--- src/rtl/pong_vga_renderer.sv ---
// Pong display stage: VGA timing generator plus a per-pixel renderer for two
// paddles, the ball and a dashed centre line, from a once-per-frame coordinate snapshot.
module pong_vga_renderer #(
  parameter int CLK_DIV   = 2,
  parameter int PADDLE_W  = 8,
  parameter int PADDLE_H  = 64,
  parameter int BALL_SIZE = 8,
  parameter int H_ACTIVE  = 640,
  parameter int H_FP      = 16,
  parameter int H_SYNC    = 96,
  parameter int H_BP      = 48,
  parameter int V_ACTIVE  = 480,
  parameter int V_FP      = 10,
  parameter int V_SYNC    = 2,
  parameter int V_BP      = 33
) (
  input  logic       clk_clk,
  input  logic       reset_reset,
  input  logic [9:0] p1x_export,
  input  logic [9:0] p1y_export,
  input  logic [9:0] p2x_export,
  input  logic [9:0] p2y_export,
  input  logic [9:0] bx_export,
  input  logic [9:0] by_export,
  output logic       vga_hs,
  output logic       vga_vs,
  output logic       vga_de,
  output logic [3:0] vga_r,
  output logic [3:0] vga_g,
  output logic [3:0] vga_b,
  output logic       frame_tick
);

  localparam int DIV_W = (CLK_DIV > 1) ? $clog2(CLK_DIV) : 1;
  localparam logic [DIV_W-1:0] DIV_LAST = DIV_W'(CLK_DIV - 1);
  localparam logic [9:0] H_LAST   = 10'(H_ACTIVE + H_FP + H_SYNC + H_BP - 1);
  localparam logic [9:0] V_LAST   = 10'(V_ACTIVE + V_FP + V_SYNC + V_BP - 1);
  localparam logic [9:0] H_VIS    = 10'(H_ACTIVE);
  localparam logic [9:0] V_VIS    = 10'(V_ACTIVE);
  localparam logic [9:0] HS_BEG   = 10'(H_ACTIVE + H_FP);
  localparam logic [9:0] HS_END   = 10'(H_ACTIVE + H_FP + H_SYNC - 1);
  localparam logic [9:0] VS_BEG   = 10'(V_ACTIVE + V_FP);
  localparam logic [9:0] VS_END   = 10'(V_ACTIVE + V_FP + V_SYNC - 1);
  localparam logic [9:0] LINE_L   = 10'(H_ACTIVE / 2 - 2);
  localparam logic [9:0] LINE_R   = 10'(H_ACTIVE / 2 + 1);

  logic [DIV_W-1:0] div_reg;
  logic [9:0]       hcnt_reg, vcnt_reg;
  logic             pix_en, snap;
  logic [9:0]       coord_in [6];
  logic [9:0]       shadow_reg [6];
  logic [2:0]       obj_hit;
  logic             visible, line_hit;
  logic [11:0]      rgb_reg, rgb_next;
  logic             hs_reg, vs_reg, de_reg, tick_reg;

  assign pix_en = (div_reg == DIV_LAST);
  assign snap   = pix_en && (hcnt_reg == '0) && (vcnt_reg == V_VIS);

  always_ff @(posedge clk_clk) begin
    if (reset_reset) begin
      div_reg  <= '0;
      hcnt_reg <= '0;
      vcnt_reg <= '0;
    end else if (pix_en) begin
      div_reg <= '0;
      if (hcnt_reg == H_LAST) begin
        hcnt_reg <= '0;
        vcnt_reg <= (vcnt_reg == V_LAST) ? '0 : vcnt_reg + 10'd1;
      end else begin
        hcnt_reg <= hcnt_reg + 10'd1;
      end
    end else begin
      div_reg <= div_reg + 1'b1;
    end
  end

  // Object order: 0 = ball, 1 = paddle 1, 2 = paddle 2; x at even index, y at odd.
  assign coord_in[0] = bx_export;
  assign coord_in[1] = by_export;
  assign coord_in[2] = p1x_export;
  assign coord_in[3] = p1y_export;
  assign coord_in[4] = p2x_export;
  assign coord_in[5] = p2y_export;

  always_ff @(posedge clk_clk) begin
    if (reset_reset) begin
      for (int i = 0; i < 6; i++) shadow_reg[i] <= '0;
    end else if (snap) begin
      for (int i = 0; i < 6; i++) shadow_reg[i] <= coord_in[i];
    end
  end

  // Widening to 11 bits keeps x+W from wrapping for objects parked near 1023.
  genvar gi;
  generate
    for (gi = 0; gi < 3; gi++) begin : g_hit
      localparam int OBJ_W = (gi == 0) ? BALL_SIZE : PADDLE_W;
      localparam int OBJ_H = (gi == 0) ? BALL_SIZE : PADDLE_H;
      logic [10:0] x0, y0, h11, v11;
      assign x0  = {1'b0, shadow_reg[2*gi]};
      assign y0  = {1'b0, shadow_reg[2*gi+1]};
      assign h11 = {1'b0, hcnt_reg};
      assign v11 = {1'b0, vcnt_reg};
      assign obj_hit[gi] = (h11 >= x0) && (h11 < x0 + 11'(OBJ_W)) &&
                           (v11 >= y0) && (v11 < y0 + 11'(OBJ_H));
    end
  endgenerate

  assign visible  = (hcnt_reg < H_VIS) && (vcnt_reg < V_VIS);
  assign line_hit = (hcnt_reg >= LINE_L) && (hcnt_reg <= LINE_R) && !vcnt_reg[3];

  always_comb begin
    rgb_next = 12'h000;
    if (visible) begin
      if (obj_hit[0])      rgb_next = 12'hFFF;
      else if (obj_hit[1]) rgb_next = 12'h0F0;
      else if (obj_hit[2]) rgb_next = 12'hF00;
      else if (line_hit)   rgb_next = 12'h888;
      else                 rgb_next = 12'h001;
    end
  end

  // Outputs describe the counter position of the previous pixel enable, all in lockstep.
  always_ff @(posedge clk_clk) begin
    if (reset_reset) begin
      hs_reg   <= 1'b1;
      vs_reg   <= 1'b1;
      de_reg   <= 1'b0;
      rgb_reg  <= 12'h000;
      tick_reg <= 1'b0;
    end else begin
      tick_reg <= snap;
      if (pix_en) begin
        hs_reg  <= !((hcnt_reg >= HS_BEG) && (hcnt_reg <= HS_END));
        vs_reg  <= !((vcnt_reg >= VS_BEG) && (vcnt_reg <= VS_END));
        de_reg  <= visible;
        rgb_reg <= rgb_next;
      end
    end
  end

  assign vga_hs     = hs_reg;
  assign vga_vs     = vs_reg;
  assign vga_de     = de_reg;
  assign vga_r      = rgb_reg[11:8];
  assign vga_g      = rgb_reg[7:4];
  assign vga_b      = rgb_reg[3:0];
  assign frame_tick = tick_reg;

endmodule

--- config.mk ---
export PLATFORM = sky130hd
export DESIGN_NAME = pong_vga_renderer
export DESIGN_NICKNAME = d
export VERILOG_FILES = /design/src/rtl/pong_vga_renderer.sv
export SDC_FILE = /design/constraint.sdc
export NUM_CORES = 1
export LEC_CHECK = 0
export CORE_AREA = 3 3 112 114
export CTS_CLUSTER_SIZE = 8
export DETAILED_ROUTE_END_ITERATION = 10
export DIE_AREA = 0 0 115 117
export GPL_ROUTABILITY_DRIVEN = 0
export PLACE_DENSITY = 0.8
export SLEW_MARGIN = 0
export SYNTH_ARGS = -nofsm -noshare
export SYNTH_HDL_FRONTEND = slang
export SYNTH_SLANG_ARGS = --single-unit
--- constraint.sdc ---
create_clock -name clk_clk -period 3 [get_ports clk_clk]
set_input_delay 0.45 -clock clk_clk [delete_from_list [all_inputs] [get_ports clk_clk]]
set_output_delay 0.45 -clock clk_clk [all_outputs]
set_load 0.02 [all_outputs]
==> results.ini, run 1 <==
[layout]
layout.nets=931
drive_gt1_share_pct=4.31
design_area_um2=7840
synthToLayoutAreaGrowth_pct=18.1
antenna_cells=0
largest_register_ffs=60

[clock_tree]
cts_tree=yes
path_clk_slew_ns=0.07
cts_hold_buffers=0
htreeDepth=3
cts_made_buffers=9
cts.sinks=92
clockBufferDepth=2
worst_skew_pair.late_latency_ns=0.35
cts_resized=0
post_cts_buffers=0
cts_root_buf=clkbuf_16

[pwr]
power_density_nw_per_um2=355
p_sw_uw=617
vdd_drop_max_mv=0.294
p_int_uw=2170
power_frac_clock_pct=39.3
p_leak_uw=0.00344
switching_share_pct=22.1
comb_power_share_pct=10.1
power_frac_seq_pct=50.6

[worst_hold_path]
hold_class=reg2reg

[synth]
synth_area_leaders=edfxtp_1 (27%), ha_1 (20%), dfxtp_1 (9.7%), and2_1 (5.8%), inv_1 (3.9%)
synth-xor-area-share_pct=5.15
synth_compound_area_share_pct=12.1
synth_top_family_by_area=adder cells
ys_seq_area_share_pct=36.8
yosys-top-cells-count=ha_1 (108), inv_1 (69), and2_1 (62)
async_flop_share_pct=0
synth_nets=850
synth_edf_count=60
synthMuxAreaShare_pct=0.151
yosysTopAreaCellShare_pct=27.1
yosys.area_share.simple_pct=19.6
yosys_warnings=0
syn_area_per_cell_um2=9.76
synthAdderAreaFrac_pct=20.4
ys_types=56
yosysMostFrequentCell=ha_1
ys_seq_elements=92
netlist.top_cell.by_area=edfxtp_1
post_synth_instance_area_um2=6640
synth_ff_type=edfxtp_1
synthCells=680

[critical_path]
worstPathRequired_ns=3.27
path_max_fanout=6
critPathLaunchType=register
critical_path_class=reg2reg
worstPathArrival_ns=3.04
critPathCaptureType=register

[route]
viasPerCell=5.69
drc=0
avgRoutedWirePerCell_um=15.8
via_count=5171
wirelength_mm=14.3
detail-route-antenna-nets=0
initialDrtViolationCount=298
first_pass_iters=4

[floorplanning]
boundaryPins=78
row_count=39
core_um2=11500
die_height_um=117
dieArea_um2=13500
start_util_pct=57.6
die_w_um=115

[global_route]
grt_max_degree=62
antenna_found_initial=0
globalRoute.totalOverflow=0
grt_pass1_wl_mm=23.6
groute.usage.overall_pct=22.3
grt_pass1_vias=5200

[timing]
slew_viol_final=0
tightest_slew_ns=0.698
timing.fmax_mhz=362
setup_tns_ns=0
period_share_pct=92.2
hold_viol=0
rsz0062_at_grt=no
relSlewSlack_pct=53.4
finalSetupViolCount=0
post-route-min-period_ns=2.77
fin_skew_ns=0.00992

[run]
drv_cap=0

[status]
status=finished clean

[place]
dpl.hpwl_mm=10.9
place_area_um2=7550
numPortBuffers=77

## final cells by class
| cell class | instances | area, um^2 |
|---|---|---|
| fillers | 886 | 3680 |
| well taps | 143 | 179 |
| repair buffers | 88 | 866 |
| clock buffers | 15 | 279 |
| inverters | 69 | 259 |
| flip-flops and latches | 92 | 2440 |
| clock inverters | 1 | 5.00 |
| multi-input cells | 501 | 3810 |
## stage by stage
step	hold slack (ns)	std cells	power, uW	setup WS, ns	utilization [%]
finish	0.478	909	2790	0.234	68.0
global route	0.505	909	2900	0.0174	68.0
CTS	0.488	909	2810	0.246	68.0
detailed placement	0.475	893	1720	0.274	65.6
global placement	0.439	893	1700	0.434	65.6
floorplan	0.552	680	1580	0.352	-
## metal layers
metal / part of all wire, % / track usage (%) / vias up
met1: 41 / 26.3 / 2406
met3: 5.4 / 3.86 / 34
li1: - / - / 2586
met4: 3.0 / 12.2 / 0
met5: 0 / 0 / -
met2: 50 / 38.6 / 145
## path summary, 6_finish.rpt
| kind | startpoint | to | slack, ns | cells past startpoint |
|---|---|---|---|---|
| max reg2reg | shadow_reg[1][5] | rgb_reg[0] | 0.23 | 11 |
| min reg2reg | vga_de | vga_de | 0.48 | 1 |
| min | vga_de | vga_de | 0.48 | 1 |
| max | shadow_reg[1][5] | rgb_reg[0] | 0.23 | 11 |
## worst max-delay path: stages (launching register included)
cell       delay [ns]
edfxtp_1         0.40
inv_1            0.08
nor3_1           0.35
nand3_1          0.18
xnor2_1          0.16
ha_1             0.29
a21o_1           0.16
a21oi_1          0.19
a32oi_1          0.08
a21oi_1          0.46
a21oi_1          0.15
o2bb2ai_1        0.18
## logic make-up (layout without fill, tap and decap cells)
logic type / count (synthesis) / after routing
AND/OR/NAND/NOR: 231 / 231
AO/OA/AOI/OAI: 122 / 122
adder cells (fa/ha/maj): 108 / 108
flip-flops: 92 / 92
buffers and inverters: 87 / 173
XOR/XNOR: 39 / 39
multiplexers: 1 / 1
## power by group through the flow
| stage | Sequential, uW | Combinational [uW] | Clock (uW) |
|---|---|---|---|
| CTS | 1410 | 285 | 1110 |
| detailed placement | 1440 | 282 | 0 |
| finish | 1410 | 282 | 1090 |
| global placement | 1430 | 263 | 0 |
| global route | 1410 | 315 | 1170 |
| floorplan | 1430 | 152 | 0 |
## layout by cell type, fill, tap and decap left out, drive strengths merged, types with 3 or more instances in the layout
cell type and n:
a211o 3, a211oi 9, a21o 13, a21oi 34, a31oi 8, a41oi 3, and2 62, and3 7
buf 11, clkbuf 15, clkdlybuf4s50 77, dfxtp 32, edfxtp 60, ha 108, inv 69, nand2 28
nand2b 16, nand3 29, nand4 9, nor2 37, nor2b 10, nor3 10, nor4 7, o211ai 5
o21a 7, o21ai 20, o22ai 4, o2bb2ai 3, or3 6, xnor2 27, xor2 12
(Power assumes the default switching activity.)
==> inputs of run 2 (changes only) <==
- PLACE_DENSITY: 0.8 -> 0.86
==> results.ini, run 2 (synthesis gave the netlist of run 1 again) <==
[status]
status=finished clean

[clock_tree]
cts_root_buf=clkbuf_16
htreeDepth=3
clockBufferDepth=2
worst_skew_pair.late_latency_ns=0.36
cts_tree=yes
path_clk_slew_ns=0.07
cts.sinks=92
cts_made_buffers=9

[layout]
final_common_cell=ha_1
register_area_um2=2440
synthToLayoutAreaGrowth_pct=19.3
antenna_cells=0
layout.nets=934
layout_common_cells=ha_1 (108), clkdlybuf4s50_1 (77), inv_1 (69)
n_fill_cell=842
largest_register_ffs=60
drive_gt1_share_pct=5.33
multiInputGateArea_um2=3810
design_area_um2=7920

[floorplanning]
die_w_um=115
start_util_pct=57.6
core_um2=11500
row_count=39
dieArea_um2=13500
boundaryPins=78
die_height_um=117

[timing]
finalSetupViolCount=0
relSlewSlack_pct=57.3
slew_viol_final=0
rsz0062_at_grt=no
period_share_pct=92.2
hold_viol=0
setup_tns_ns=0
timing.fmax_mhz=362
tightest_slew_ns=0.640
post-route-min-period_ns=2.76
fin_skew_ns=0.0101

[place]
dpl.hpwl_mm=11.2
numPortBuffers=77
place_area_um2=7560

[critical_path]
r2r_setup_slack_ns=0.24
worstPathRequired_ns=3.29
timing.rr.start=shadow_reg[1][5]
critPathLaunchType=register
r2r-end=rgb_reg[0]
path_max_fanout=6
r2r.worst_path.cells=11
critPathCaptureType=register
critical_path_class=reg2reg
worstPathArrival_ns=3.05

[pwr]
p_leak_uw=0.00348
power_density_nw_per_um2=374
vdd_drop_max_mv=0.284

[worst_hold_path]
hp-start=vga_de
hold_class=reg2reg
hold_end=vga_de
min_path_cells=1

[global_route]
groute.usage.overall_pct=22.8
grt_pass1_wl_mm=24.4
antenna_found_initial=0
globalRoute.totalOverflow=0
grt_max_degree=62
grt_pass1_vias=5369

[route]
first_pass_iters=5
detail-route-antenna-nets=0
viasPerCell=5.78
via_count=5273
avgRoutedWirePerCell_um=16.3
initialDrtViolationCount=318
wirelength_mm=14.9
drc=0

[run]
drv_cap=0

==> run 2: what timing repair did <==
action	4_1_cts	5_1_grt
resized for setup	0	1
hold buffers	0	0
endpoints found under the setup margin	0	5
buffers inserted	0	2
==> run 2: how the worst max path moves through the flow <==
stage,startpoint,endpoint,slack [ns],cells past startpoint
after CTS,shadow_reg[2][3],rgb_reg[11],0.20,12
final,shadow_reg[1][5],rgb_reg[0],0.24,11
after detailed placement,shadow_reg[2][3],rgb_reg[11],0.23,12
after floorplan,vcnt_reg[6],shadow_reg[0][0],0.35,4
after global routing,shadow_reg[1][5],rgb_reg[7],0.04,11
after global placement,shadow_reg[2][3],rgb_reg[11],0.43,12
==> run 2: per-stage QoR <==
stage               util [%]  instances  power (uW)  setup WS [ns]  hold slack [ns]
finish                  68.8        912        2960          0.235            0.481
global placement        65.6        894        1700          0.427            0.439
detailed placement      65.6        894        1720          0.232            0.462
CTS                     68.6        910        2970          0.204            0.477
floorplan                  -        680        1580          0.352            0.552
global route            68.8        912        3050         0.0362            0.521
==> run 2: cell type report <==
type | count | share of cell area [%]
tap | 143 | 2.26
clock buffer | 12 | 3.65
timing repair buffer | 91 | 11.2
clock inverter | 4 | 0.632
multi-input combinational | 501 | 48.1
sequential | 92 | 30.8
inverter | 69 | 3.27
==> run 2: power by group <==
group	switching (uW)	internal [uW]	total, uW
registers	31.7	1380	1410
clock network	494	770	1260
logic	130	157	287
==> run 2: layer usage <==
| metal | track usage, % | share of wire (%) | vias to the layer above |
|---|---|---|---|
| li1 | - | - | 2594 |
| met1 | 26.1 | 41 | 2441 |
| met2 | 40.9 | 51 | 187 |
| met3 | 3.65 | 4.5 | 51 |
| met4 | 12.1 | 3.7 | 0 |
| met5 | 0 | 0 | - |
==> run 2: worst max-delay path: stages, from the launching register on <==
cell and delay (ns):
edfxtp_1 0.41, inv_1 0.08, nor3_1 0.37, nand3_1 0.16, xnor2_1 0.15, ha_1 0.29
a21o_1 0.16, a21oi_1 0.20, o211ai_1 0.12, a21oi_1 0.42, a21oi_1 0.16, o2bb2ai_1 0.18
==> inputs of run 3 (changes only) <==
- ABC_AREA: default -> 1
- CORE_AREA: 3 3 112 114 -> 2 2 115 117
- DIE_AREA: 0 0 115 117 -> 0 0 117 119
- PLACE_DENSITY: 0.86 -> 0.87
==> results.ini, run 3 <==
[route]
via_count=6232
avgRoutedWirePerCell_um=12.8
initialDrtViolationCount=445
drc=0
first_pass_iters=5
viasPerCell=5.04
wirelength_mm=15.8
detail-route-antenna-nets=0

[timing]
finalSetupViolCount=0
period_share_pct=81.2
rsz0062_at_grt=no
relSlewSlack_pct=53.9
setup_tns_ns=0
hold_viol=0
fin_skew_ns=0.00958
timing.fmax_mhz=410
slew_viol_final=0
post-route-min-period_ns=2.44
tightest_slew_ns=0.691

[clock_tree]
cts.sinks=92
cts_root_buf=clkbuf_16
worst_skew_pair.late_latency_ns=0.34
htreeDepth=3
post_cts_buffers=0
cts_tree=yes
cts_hold_buffers=0
path_clk_slew_ns=0.07
cts_made_buffers=9
clockBufferDepth=2
cts_resized=0

[pwr]
switching_share_pct=23.4
power_frac_seq_pct=48.6
p_int_uw=2220
p_leak_uw=0.00442
power_density_nw_per_um2=341
power_frac_clock_pct=40.2
vdd_drop_max_mv=0.209
p_sw_uw=680
comb_power_share_pct=11.2

[critical_path]
critPathLaunchType=register
critPathMaxStageDelay_ns=0.39
worstPathRequired_ns=3.28
crit_chain=ha_1 -> nand2_1 -> nor2_1 -> nand3_1 -> xor2_1 -> ha_1 -> nand3_1 -> nand2_1 -> inv_1 -> nand2_1 -> nor2_1 -> nand4_1 -> nand2_1 -> nor2_1 -> nor2_1
critPathCaptureType=register
critical_path_class=reg2reg
crit_slowest_cell=edfxtp_1
path_max_fanout=4
worstPathArrival_ns=2.72

[layout]
antenna_cells=0
n_fill_cell=1028
drive_gt1_share_pct=5.09
largest_register_ffs=60
multiInputGateArea_um2=3890
synthToLayoutAreaGrowth_pct=17.6
design_area_um2=8520
layout.nets=1226
layout_common_cells=inv_1 (212), nand2_1 (204), nor2_1 (131)
final_common_cell=inv_1
register_area_um2=2440

[floorplanning]
row_count=42
core_um2=12900
die_height_um=119
die_w_um=117
boundaryPins=78
dieArea_um2=13900
start_util_pct=56.3

[place]
dpl.hpwl_mm=12.0
numPortBuffers=77
place_area_um2=8210

[run]
drv_cap=0

[global_route]
antenna_found_initial=0
globalRoute.totalOverflow=0
grt_pass1_vias=6072
grt_pass1_wl_mm=26.6
grt_max_degree=36
groute.usage.overall_pct=23.7

[synth]
synth_area_leaders=edfxtp_1 (25%), ha_1 (19%), inv_1 (11%), nand2_1 (11%), dfxtp_1 (8.8%)
ys_types=35
synth_edf_count=60
yosysMostFrequentCell=inv_1
ys_seq_elements=92
async_flop_share_pct=0
syn_area_per_cell_um2=7.47
post_synth_instance_area_um2=7250
synth_ff_type=edfxtp_1
synth_nets=1140
yosys-top-cells-count=inv_1 (212), nand2_1 (205), nor2_1 (131)
synthCells=970
yosys_warnings=0
yosysTopAreaCellShare_pct=24.9
ys_seq_area_share_pct=33.7
netlist.top_cell.by_area=edfxtp_1

[worst_hold_path]
hold_class=reg2reg

[status]
status=finished clean

==> run 3: cell count changes after synthesis, moves of 8 or more <==
| cell | before | now |
|---|---|---|
| a211oi_1 | 9 | 1 |
| a21o_1 | 13 | 3 |
| a21oi_1 | 34 | 43 |
| and2_1 | 62 | 0 |
| inv_1 | 69 | 212 |
| nand2_1 | 28 | 205 |
| nand2b_1 | 16 | 0 |
| nand3_1 | 29 | 49 |
| nand4_1 | 7 | 17 |
| nor2_1 | 37 | 131 |
| nor2_2 | 0 | 17 |
| nor2b_1 | 10 | 0 |
| xnor2_1 | 27 | 7 |
| xor2_1 | 12 | 21 |
==> run 3: area by class of cell <==
type | instances | area share (%)
Inverter | 215 | 9.47
Clock buffer | 12 | 3.39
Multi-Input combinational cell | 650 | 45.6
Sequential cell | 92 | 28.7
Timing Repair Buffer | 88 | 10.0
Clock inverter | 4 | 0.294
Tap cell | 176 | 2.58
==> run 3: power groups by stage <==
stage / Combinational, uW / Sequential, uW / Clock, uW
after global routing: 370 / 1420 / 1220
after detailed placement: 319 / 1440 / 0
final: 325 / 1410 / 1170
after floorplan: 183 / 1430 / 0
after global placement: 310 / 1440 / 0
after CTS: 324 / 1410 / 1170
==> run 3: cell families after synthesis <==
kind of cell,Yosys count,share of synthesized area (%)
AND/OR/NAND/NOR,443,26.2
buffers and inverters,228,12.7
adder cells (fa/ha/maj),108,18.6
flip-flops,92,33.7
AO/OA/AOI/OAI,71,5.34
XOR/XNOR,28,3.38
==> run 3: path summary, 6_finish.rpt <==
| path | from | endpoint | depth (start not counted) | slack [ns] |
|---|---|---|---|---|
| worst max register to register | shadow_reg[1][3] | rgb_reg[11] | 15 | 0.56 |
| worst max-delay path | shadow_reg[1][3] | rgb_reg[11] | 15 | 0.56 |
| worst min register to register | vga_de | vga_de | 2 | 0.46 |
| worst min-delay path | vga_de | vga_de | 2 | 0.46 |
==> run 3: metal layers <==
layer | track usage (%) | vias to the layer above | part of all wire [%]
met4 | 8.82 | 0 | 2.5
met1 | 30.3 | 2757 | 43
met2 | 39.4 | 212 | 48
met5 | 0 | - | 0
li1 | - | 3224 | -
met3 | 4.58 | 39 | 6.4
==> run 3: metrics by stage <==
step	util (%)	setup WS (ns)	total power [uW]	hold slack (ns)	std cells
after floorplan	-	0.248	1620	0.527	970
after global placement	63.8	0.706	1750	0.442	1221
after detailed placement	63.8	0.602	1760	0.446	1221
after CTS	66.2	0.584	2910	0.459	1237
after global routing	66.2	0.373	3010	0.499	1237
final	66.2	0.563	2900	0.456	1237
==> run 3: worst max-delay path, delay by kind of cell, from the launching register on <==
family | cells | cell delay (ns)
xor+xnor | 1 | 0.16
fa+ha+maj | 2 | 0.51
buf+inv | 1 | 0.05
flops | 1 | 0.39
simple gates | 11 | 1.27
